==> src/rtl/pcie_rst_seq_pkg.sv <==
// Shared state encoding and fault codes for the PCIe reset/bring-up sequencer.
package pcie_rst_seq_pkg;

  typedef enum logic [2:0] {
    ST_POR_HOLD   = 3'd0,
    ST_WAIT_CDO   = 3'd1,
    ST_PERST_HOLD = 3'd2,
    ST_WAIT_LINK  = 3'd3,
    ST_RUN        = 3'd4,
    ST_FAULT      = 3'd5
  } seq_state_e;

  localparam logic [1:0] FLT_NONE = 2'd0;
  localparam logic [1:0] FLT_CDO  = 2'd1;
  localparam logic [1:0] FLT_LINK = 2'd2;

endpackage

==> src/rtl/pcie_rst_seq_ctrl_sync.sv <==
// Two-flop synchronizer for level inputs entering the sequencer clock domain.
module rst_seq_sync #(
  parameter int W = 1
) (
  input  logic         clk,
  input  logic         rst_n,
  input  logic [W-1:0] d,
  output logic [W-1:0] q
);

  logic [W-1:0] meta_r;
  logic [W-1:0] sync_r;

  // First stage may go metastable; second stage re-times it.
  always_ff @(posedge clk or negedge rst_n) begin
    if (!rst_n) begin
      meta_r <= {W{1'b0}};
      sync_r <= {W{1'b0}};
    end else begin
      meta_r <= d;
      sync_r <= meta_r;
    end
  end

  assign q = sync_r;

endmodule

==> src/rtl/pcie_rst_seq_ctrl.sv <==
// Reset/bring-up sequencer for one CPM5N PCIe controller: POR -> CDO -> PERST -> link.
// Define PCIE_RST_SEQ_TIMEOUT_EN to enable CDO/link timeouts, link retries and FAULT.
module pcie_rst_seq_ctrl
  import pcie_rst_seq_pkg::*;
#(
  parameter int POR_CYCLES   = 500,
  parameter int PERST_CYCLES = 100,
  parameter int CDO_TIMEOUT  = 65535,
  parameter int LINK_TIMEOUT = 65535,
  parameter int MAX_RETRY    = 3,
  parameter int CNT_W        = 16
) (
  input  logic       sys_clk,
  input  logic       sys_rst_n,
  input  logic       cdo_done_ep,
  input  logic       cdo_done_rp,
  input  logic       link_up,
  input  logic       sw_rst_req,
  output logic       por_n,
  output logic       pcr_init_state,
  output logic       perst_n,
  output logic       user_reset,
  output logic       seq_done,
  output logic       fault,
  output logic [1:0] fault_code,
  output logic [2:0] state_o,
  output logic [1:0] retry_cnt
);

  localparam logic [CNT_W-1:0] CNT_ZERO   = {CNT_W{1'b0}};
  localparam logic [CNT_W-1:0] CNT_ONE    = CNT_W'(32'd1);
  localparam logic [CNT_W-1:0] POR_LAST   = CNT_W'(POR_CYCLES - 1);
  localparam logic [CNT_W-1:0] PERST_LAST = CNT_W'(PERST_CYCLES - 1);
`ifdef PCIE_RST_SEQ_TIMEOUT_EN
  localparam logic [CNT_W-1:0] CDO_LAST   = CNT_W'(CDO_TIMEOUT - 1);
  localparam logic [CNT_W-1:0] LINK_LAST  = CNT_W'(LINK_TIMEOUT - 1);
  localparam logic [1:0]       RETRY_MAX  = 2'(MAX_RETRY);
`endif

  generate
    if (POR_CYCLES < 1 || PERST_CYCLES < 1 || CDO_TIMEOUT < 1 || LINK_TIMEOUT < 1 ||
        MAX_RETRY < 0 || MAX_RETRY > 3 || CNT_W < 1 ||
        POR_CYCLES > (2 ** CNT_W) || PERST_CYCLES > (2 ** CNT_W) ||
        CDO_TIMEOUT > (2 ** CNT_W) || LINK_TIMEOUT > (2 ** CNT_W)) begin : g_bad_cfg
      $error("pcie_rst_seq_ctrl: parameter out of range");
    end
  endgenerate

  logic ep_done_s;
  logic rp_done_s;
  logic link_s;

  rst_seq_sync #(.W(1)) u_sync_ep (
    .clk (sys_clk), .rst_n (sys_rst_n), .d (cdo_done_ep), .q (ep_done_s)
  );
  rst_seq_sync #(.W(1)) u_sync_rp (
    .clk (sys_clk), .rst_n (sys_rst_n), .d (cdo_done_rp), .q (rp_done_s)
  );
  rst_seq_sync #(.W(1)) u_sync_link (
    .clk (sys_clk), .rst_n (sys_rst_n), .d (link_up), .q (link_s)
  );

  seq_state_e       state_r, state_nxt_s;
  logic [CNT_W-1:0] cnt_r, cnt_nxt_s, cnt_inc_s;
  logic             por_n_r, por_n_nxt_s;
  logic             pcr_r, pcr_nxt_s;
  logic             perst_n_r, perst_n_nxt_s;
  logic             user_rst_r, user_rst_nxt_s;
  logic             seq_done_r, seq_done_nxt_s;
  logic             fault_r, fault_nxt_s;
  logic [1:0]       fault_code_r, fault_code_nxt_s;
  logic [1:0]       retry_r, retry_nxt_s;
  logic             full_restart_s;
  logic             perst_restart_s;

  assign cnt_inc_s = (&cnt_r) ? cnt_r : (cnt_r + CNT_ONE);

  // Decide which restart, if any, sw_rst_req triggers; illegal states fall back to POR.
  always_comb begin
    full_restart_s  = 1'b0;
    perst_restart_s = 1'b0;
    case (state_r)
      ST_POR_HOLD, ST_WAIT_CDO: begin
        full_restart_s  = 1'b0;
        perst_restart_s = 1'b0;
      end
      ST_PERST_HOLD, ST_WAIT_LINK, ST_RUN: begin
        full_restart_s  = 1'b0;
        perst_restart_s = sw_rst_req;
      end
      ST_FAULT: begin
        full_restart_s  = sw_rst_req;
        perst_restart_s = 1'b0;
      end
      default: begin
        full_restart_s  = 1'b1;
        perst_restart_s = 1'b0;
      end
    endcase
  end

  // Next-state and next-output computation; restarts take priority over timeouts and link_up.
  always_comb begin
    state_nxt_s      = state_r;
    cnt_nxt_s        = cnt_inc_s;
    por_n_nxt_s      = por_n_r;
    pcr_nxt_s        = pcr_r;
    perst_n_nxt_s    = perst_n_r;
    user_rst_nxt_s   = user_rst_r;
    seq_done_nxt_s   = seq_done_r;
    fault_nxt_s      = fault_r;
    fault_code_nxt_s = fault_code_r;
    retry_nxt_s      = retry_r;
    if (full_restart_s) begin
      state_nxt_s      = ST_POR_HOLD;
      cnt_nxt_s        = CNT_ZERO;
      por_n_nxt_s      = 1'b0;
      pcr_nxt_s        = 1'b1;
      perst_n_nxt_s    = 1'b0;
      user_rst_nxt_s   = 1'b1;
      seq_done_nxt_s   = 1'b0;
      fault_nxt_s      = 1'b0;
      fault_code_nxt_s = FLT_NONE;
      retry_nxt_s      = 2'd0;
    end else if (perst_restart_s) begin
      state_nxt_s    = ST_PERST_HOLD;
      cnt_nxt_s      = CNT_ZERO;
      perst_n_nxt_s  = 1'b0;
      user_rst_nxt_s = 1'b1;
      seq_done_nxt_s = 1'b0;
      retry_nxt_s    = 2'd0;
    end else begin
      case (state_r)
        ST_POR_HOLD: begin
          if (cnt_r == POR_LAST) begin
            por_n_nxt_s = 1'b1;
            pcr_nxt_s   = 1'b0;
            cnt_nxt_s   = CNT_ZERO;
            state_nxt_s = ST_WAIT_CDO;
          end else begin
            cnt_nxt_s = cnt_inc_s;
          end
        end
        ST_WAIT_CDO: begin
`ifdef PCIE_RST_SEQ_TIMEOUT_EN
          if (cnt_r == CDO_LAST) begin
            fault_nxt_s      = 1'b1;
            fault_code_nxt_s = FLT_CDO;
            cnt_nxt_s        = CNT_ZERO;
            state_nxt_s      = ST_FAULT;
          end else if (ep_done_s && rp_done_s) begin
`else
          if (ep_done_s && rp_done_s) begin
`endif
            cnt_nxt_s   = CNT_ZERO;
            state_nxt_s = ST_PERST_HOLD;
          end else begin
            cnt_nxt_s = cnt_inc_s;
          end
        end
        ST_PERST_HOLD: begin
          if (cnt_r == PERST_LAST) begin
            perst_n_nxt_s  = 1'b1;
            user_rst_nxt_s = 1'b0;
            cnt_nxt_s      = CNT_ZERO;
            state_nxt_s    = ST_WAIT_LINK;
          end else begin
            cnt_nxt_s = cnt_inc_s;
          end
        end
        ST_WAIT_LINK: begin
`ifdef PCIE_RST_SEQ_TIMEOUT_EN
          if (cnt_r == LINK_LAST) begin
            perst_n_nxt_s  = 1'b0;
            user_rst_nxt_s = 1'b1;
            cnt_nxt_s      = CNT_ZERO;
            if (retry_r < RETRY_MAX) begin
              retry_nxt_s = retry_r + 2'd1;
              state_nxt_s = ST_PERST_HOLD;
            end else begin
              fault_nxt_s      = 1'b1;
              fault_code_nxt_s = FLT_LINK;
              state_nxt_s      = ST_FAULT;
            end
          end else if (link_s) begin
`else
          if (link_s) begin
`endif
            seq_done_nxt_s = 1'b1;
            cnt_nxt_s      = CNT_ZERO;
            state_nxt_s    = ST_RUN;
          end else begin
            cnt_nxt_s = cnt_inc_s;
          end
        end
        ST_RUN: begin
          // Link loss re-waits for link without pulsing PERST again.
          if (!link_s) begin
            seq_done_nxt_s = 1'b0;
            cnt_nxt_s      = CNT_ZERO;
            state_nxt_s    = ST_WAIT_LINK;
          end else begin
            cnt_nxt_s = cnt_r;
          end
        end
        ST_FAULT: begin
          perst_n_nxt_s  = 1'b0;
          user_rst_nxt_s = 1'b1;
          cnt_nxt_s      = cnt_r;
        end
        default: begin
          state_nxt_s = ST_POR_HOLD;
          cnt_nxt_s   = CNT_ZERO;
        end
      endcase
    end
  end

  // State, counter and output registers.
  always_ff @(posedge sys_clk or negedge sys_rst_n) begin
    if (!sys_rst_n) begin
      state_r      <= ST_POR_HOLD;
      cnt_r        <= CNT_ZERO;
      por_n_r      <= 1'b0;
      pcr_r        <= 1'b1;
      perst_n_r    <= 1'b0;
      user_rst_r   <= 1'b1;
      seq_done_r   <= 1'b0;
      fault_r      <= 1'b0;
      fault_code_r <= FLT_NONE;
      retry_r      <= 2'd0;
    end else begin
      state_r      <= state_nxt_s;
      cnt_r        <= cnt_nxt_s;
      por_n_r      <= por_n_nxt_s;
      pcr_r        <= pcr_nxt_s;
      perst_n_r    <= perst_n_nxt_s;
      user_rst_r   <= user_rst_nxt_s;
      seq_done_r   <= seq_done_nxt_s;
      fault_r      <= fault_nxt_s;
      fault_code_r <= fault_code_nxt_s;
      retry_r      <= retry_nxt_s;
    end
  end

  assign por_n          = por_n_r;
  assign pcr_init_state = pcr_r;
  assign perst_n        = perst_n_r;
  assign user_reset     = user_rst_r;
  assign seq_done       = seq_done_r;
  assign fault          = fault_r;
  assign fault_code     = fault_code_r;
  assign state_o        = state_r;
  assign retry_cnt      = retry_r;

endmodule

==> config.mk <==
export PLATFORM = sky130hd
export DESIGN_NAME = pcie_rst_seq_ctrl
export DESIGN_NICKNAME = d
export VERILOG_FILES = /design/src/rtl/pcie_rst_seq_pkg.sv /design/src/rtl/pcie_rst_seq_ctrl_sync.sv /design/src/rtl/pcie_rst_seq_ctrl.sv
export SDC_FILE = /design/constraint.sdc
export NUM_CORES = 1
export LEC_CHECK = 0
export BUFFER_PORTS_ARGS = -buffer_cell sky130_fd_sc_hd__buf_4
export CORE_UTILIZATION = 40
export CTS_BUF_LIST = sky130_fd_sc_hd__clkbuf_8
export CTS_CLUSTER_SIZE = 14
export DETAILED_ROUTE_END_ITERATION = 6
export HOLD_SLACK_MARGIN = 0.06
export SETUP_SLACK_MARGIN = 0.5
export SYNTH_ARGS = -nofsm -noshare
export SYNTH_HDL_FRONTEND = slang
export SYNTH_SLANG_ARGS = --single-unit
==> constraint.sdc <==
create_clock -name sys_clk -period 2.85 [get_ports sys_clk]
set_clock_uncertainty 0.05 [all_clocks]
set_input_delay 0.4275 -clock sys_clk [delete_from_list [all_inputs] [get_ports sys_clk]]
set_output_delay 0.4275 -clock sys_clk [all_outputs]
set_load 0.05 [all_outputs]
==> results.ini <==
[sta]
finalCriticalPeriod_ns = 2.364
period_share_pct = 82.94
slew_viol_final = 0
rsz0062_at_grt = true
max-slew-margin-rel_pct = 55.47
setup_tns_ns = 0
hold_viol = 0
worstMarginPinSlew_ns = 0.6639
setup_viol = 0
max_freq_ghz = 0.4231

[worst_hold_path]
hold_class = in -> reg
hp-start = cdo_done_ep

[cts]
tritoncts = done
clkTransAtPathRegs_ns = 0.07
clock_path_buffers = 2
cts_buffers = 5
ctsHtreeMaxLevel = 2
insertion_delay_ns = 0.28
clk_root_buffer_cell = clkbuf_8
cts_sinks = 30

[finish]
fillers = 347
syn2layout_area_growth_pct = 21.00
layout_common_cells = dfrtp_1 (27), nor2_1 (24), buf_4 (22)
antenna_cells = 0
final_cell_area_um2 = 1961
mostFrequentLayoutCell = dfrtp_1
drive_above_1_share_pct = 25.38
fin_util_pct = 51.99
nNetsFinal = 203

[synth]
synth_cells = 173
yosysTopAreaCell = dfrtp_1
synth.area.top_cells = dfrtp_1 (43%), nor2_1 (5.6%), buf_4 (3.7%)
synth-edff-count = 0
async_reset_ff_share_pct = 100.0
ys.flop_type = dfrtp_1
ys_warn_count = 0
synth-seq-area-share_pct = 46.49
syn-cell-area_um2 = 1620
yosysUniqueCellTypes = 49
avgSynthCellArea_um2 = 9.366
synth-seq-cells = 30
yosys.area.top_type_share_pct = 43.24

[die]
dieArea_um2 = 4309
row_count = 22
fp.dieW_um = 65.65
core_um2 = 3771
ioPinCount = 19
initial_core_util_pct = 42.97
die-height_um = 65.65

[global_route]
antenna_found_initial = 0
grt_pass1_vias = 1334
grt_overflow = 0
grt_max_degree = 31
grtUsageTotal_pct = 18.00
grt_pass1_wl_um = 5865

[setup_path]
worstPathArrival_ns = 2.48
crit_path_top_delay_cell = or4_4
cp-start-kind = register
crit_top_cell = or4_4
r2r_start = cnt_r[14]
worstSetupPathType = reg -> reg
cp.required_ns = 2.97
crit_path_end_kind = register
cp_slowest_stage_delay_ns = 0.55
critPathLaunch = cnt_r[14]
cp_cell_sequence = or4_4 > or4_4 > nand3_4 > a31oi_4 > buf_6 > nor2_4 > buf_12 > nor2_1
critPathMaxFanout = 12

[run]
drv_cap = 0

[place]
port_buffers = 13
dp_hpwl_um = 2350
gp_congestion = 0.8348
placed_cell_area_um2 = 1705

[routing]
drtAntennaViolNets = 0
routed_wl_um = 3562
wl_met3_um = 154
drt_iter0_drc = 94
top_layer_used = met4
drc = 0
vias_per_cell = 5.563
drt_pass1_iterations = 4
wire_per_inst_um = 14.54
via_count = 1363
met2_length_um = 1816
route.layer.met1.wl_um = 1580

[power_and_ir_drop]
leakagePower_uw = 0.0008777
powerDensity_nw_per_um2 = 864.3
max-vdd-ir-drop_mv = 0.3242

[outcome]
status = finished clean

-- where the power goes --
| part | internal [uW] | switching, uW | leakage, uW |
|---|---|---|---|
| clock network | 194 | 163 | 0.0000472 |
| registers | 487 | 109 | 0.000388 |
| logic | 305 | 437 | 0.000442 |
-- synth_stat cells (2+ instances only) --
| library cell | number |
|---|---|
| nand3_1 | 5 |
| nor2b_1 | 3 |
| nand4_1 | 5 |
| o211ai_1 | 2 |
| nor2_1 | 24 |
| a31oi_1 | 4 |
| o31ai_1 | 2 |
| or4_1 | 2 |
| inv_1 | 6 |
| xnor2_1 | 5 |
| dfrtp_1 | 28 |
| buf_4 | 8 |
| and3_2 | 2 |
| clkbuf_1 | 2 |
| nor3_1 | 2 |
| buf_6 | 2 |
| dfstp_2 | 2 |
| o21ai_0 | 5 |
| nand2_1 | 15 |
| a211oi_1 | 2 |
| xor2_1 | 6 |
| a21oi_1 | 9 |
| and3_1 | 6 |
-- logic make-up (layout without fill, tap and decap cells) --
| group | count (synthesis) | count (layout) | share of synthesized area [%] |
|---|---|---|---|
| AND/OR/NAND/NOR | 74 | 74 | 23.78 |
| AO/OA/AOI/OAI | 35 | 35 | 14.28 |
| flip-flops | 30 | 30 | 46.49 |
| multiplexers | 1 | 1 | 0.6178 |
| adder cells (fa/ha/maj) | 2 | 2 | 1.390 |
| XOR/XNOR | 11 | 11 | 5.946 |
| other | 1 | 5 | 0.2314 |
| buffers and inverters | 19 | 39 | 7.259 |
-- routing by layer --
metal  up-vias  GRT usage (%)
met5         -              0
met4         0          6.793
met3         2          4.340
met2        41          30.61
met1       667          21.70
li1        653              -
-- through the flow --
stage,hold WS [ns],instances,power (uW),setup slack (ns)
2_1_floorplan,0.08191,177,1075,0.5121
3_3_place_gp,0.2835,226,1180,0.2865
3_5_place_dp,0.2895,226,1193,0.2305
4_1_cts,0.1972,241,1661,0.4834
5_1_grt,0.1919,245,1802,0.4088
6_report,0.2051,245,1695,0.4863
-- cell type report --
type	count	area [um^2]	area share [%]
clock inverter	2	12.51	0.6382
inverter	6	22.52	1.149
timing repair buffer	25	206.4	10.53
multi-input combinational	128	822.0	41.93
sequential	30	754.5	38.48
tap	48	60.06	3.063
clock buffer	6	82.58	4.212
-- flip-flops by register name, summed over array words and instances (netlist names) --
name and flops:
pcr_init_state 1, u_sync_ep.q 1, u_sync_rp.q 1, u_sync_link.q 1, u_sync_rp.meta_r 1, u_sync_link.meta_r 1, seq_done 1, perst_n 1
cnt_r 16, state_o 3, por_n 1, user_reset 1, u_sync_ep.meta_r 1
-- critical path, delay by kind of cell (launching register included) --
kind,cells,cell delay [ns]
AND/OR/NAND/NOR,5,1.37
flip-flops,1,0.40
buffers and inverters,2,0.31
AO/OA/AOI/OAI,1,0.12
-- what timing repair did --
| action | in CTS | in global routing |
|---|---|---|
| hold buffers | 1 | 0 |
| resized for setup | 8 | 5 |
| buffers inserted | 6 | 4 |
| endpoints found under the setup margin | 20 | 18 |
| pin swaps | 2 | 4 |
| endpoints found under the hold margin | 28 | 0 |
-- worst paths after layout --
path | slack, ns | depth (start not counted) | end
setup reg to reg | 0.49 | 8 | cnt_r[5]
setup / recovery | 0.49 | 8 | cnt_r[5]
min in group asynchronous | 0.56 | 2 | state_o[2]
hold / removal | 0.21 | 1 | u_sync_ep.meta_r
hold reg to reg | 0.30 | 0 | u_sync_rp.q
max in group asynchronous | 1.88 | 2 | user_reset
Note: power is estimated with default switching activity, not from simulation.
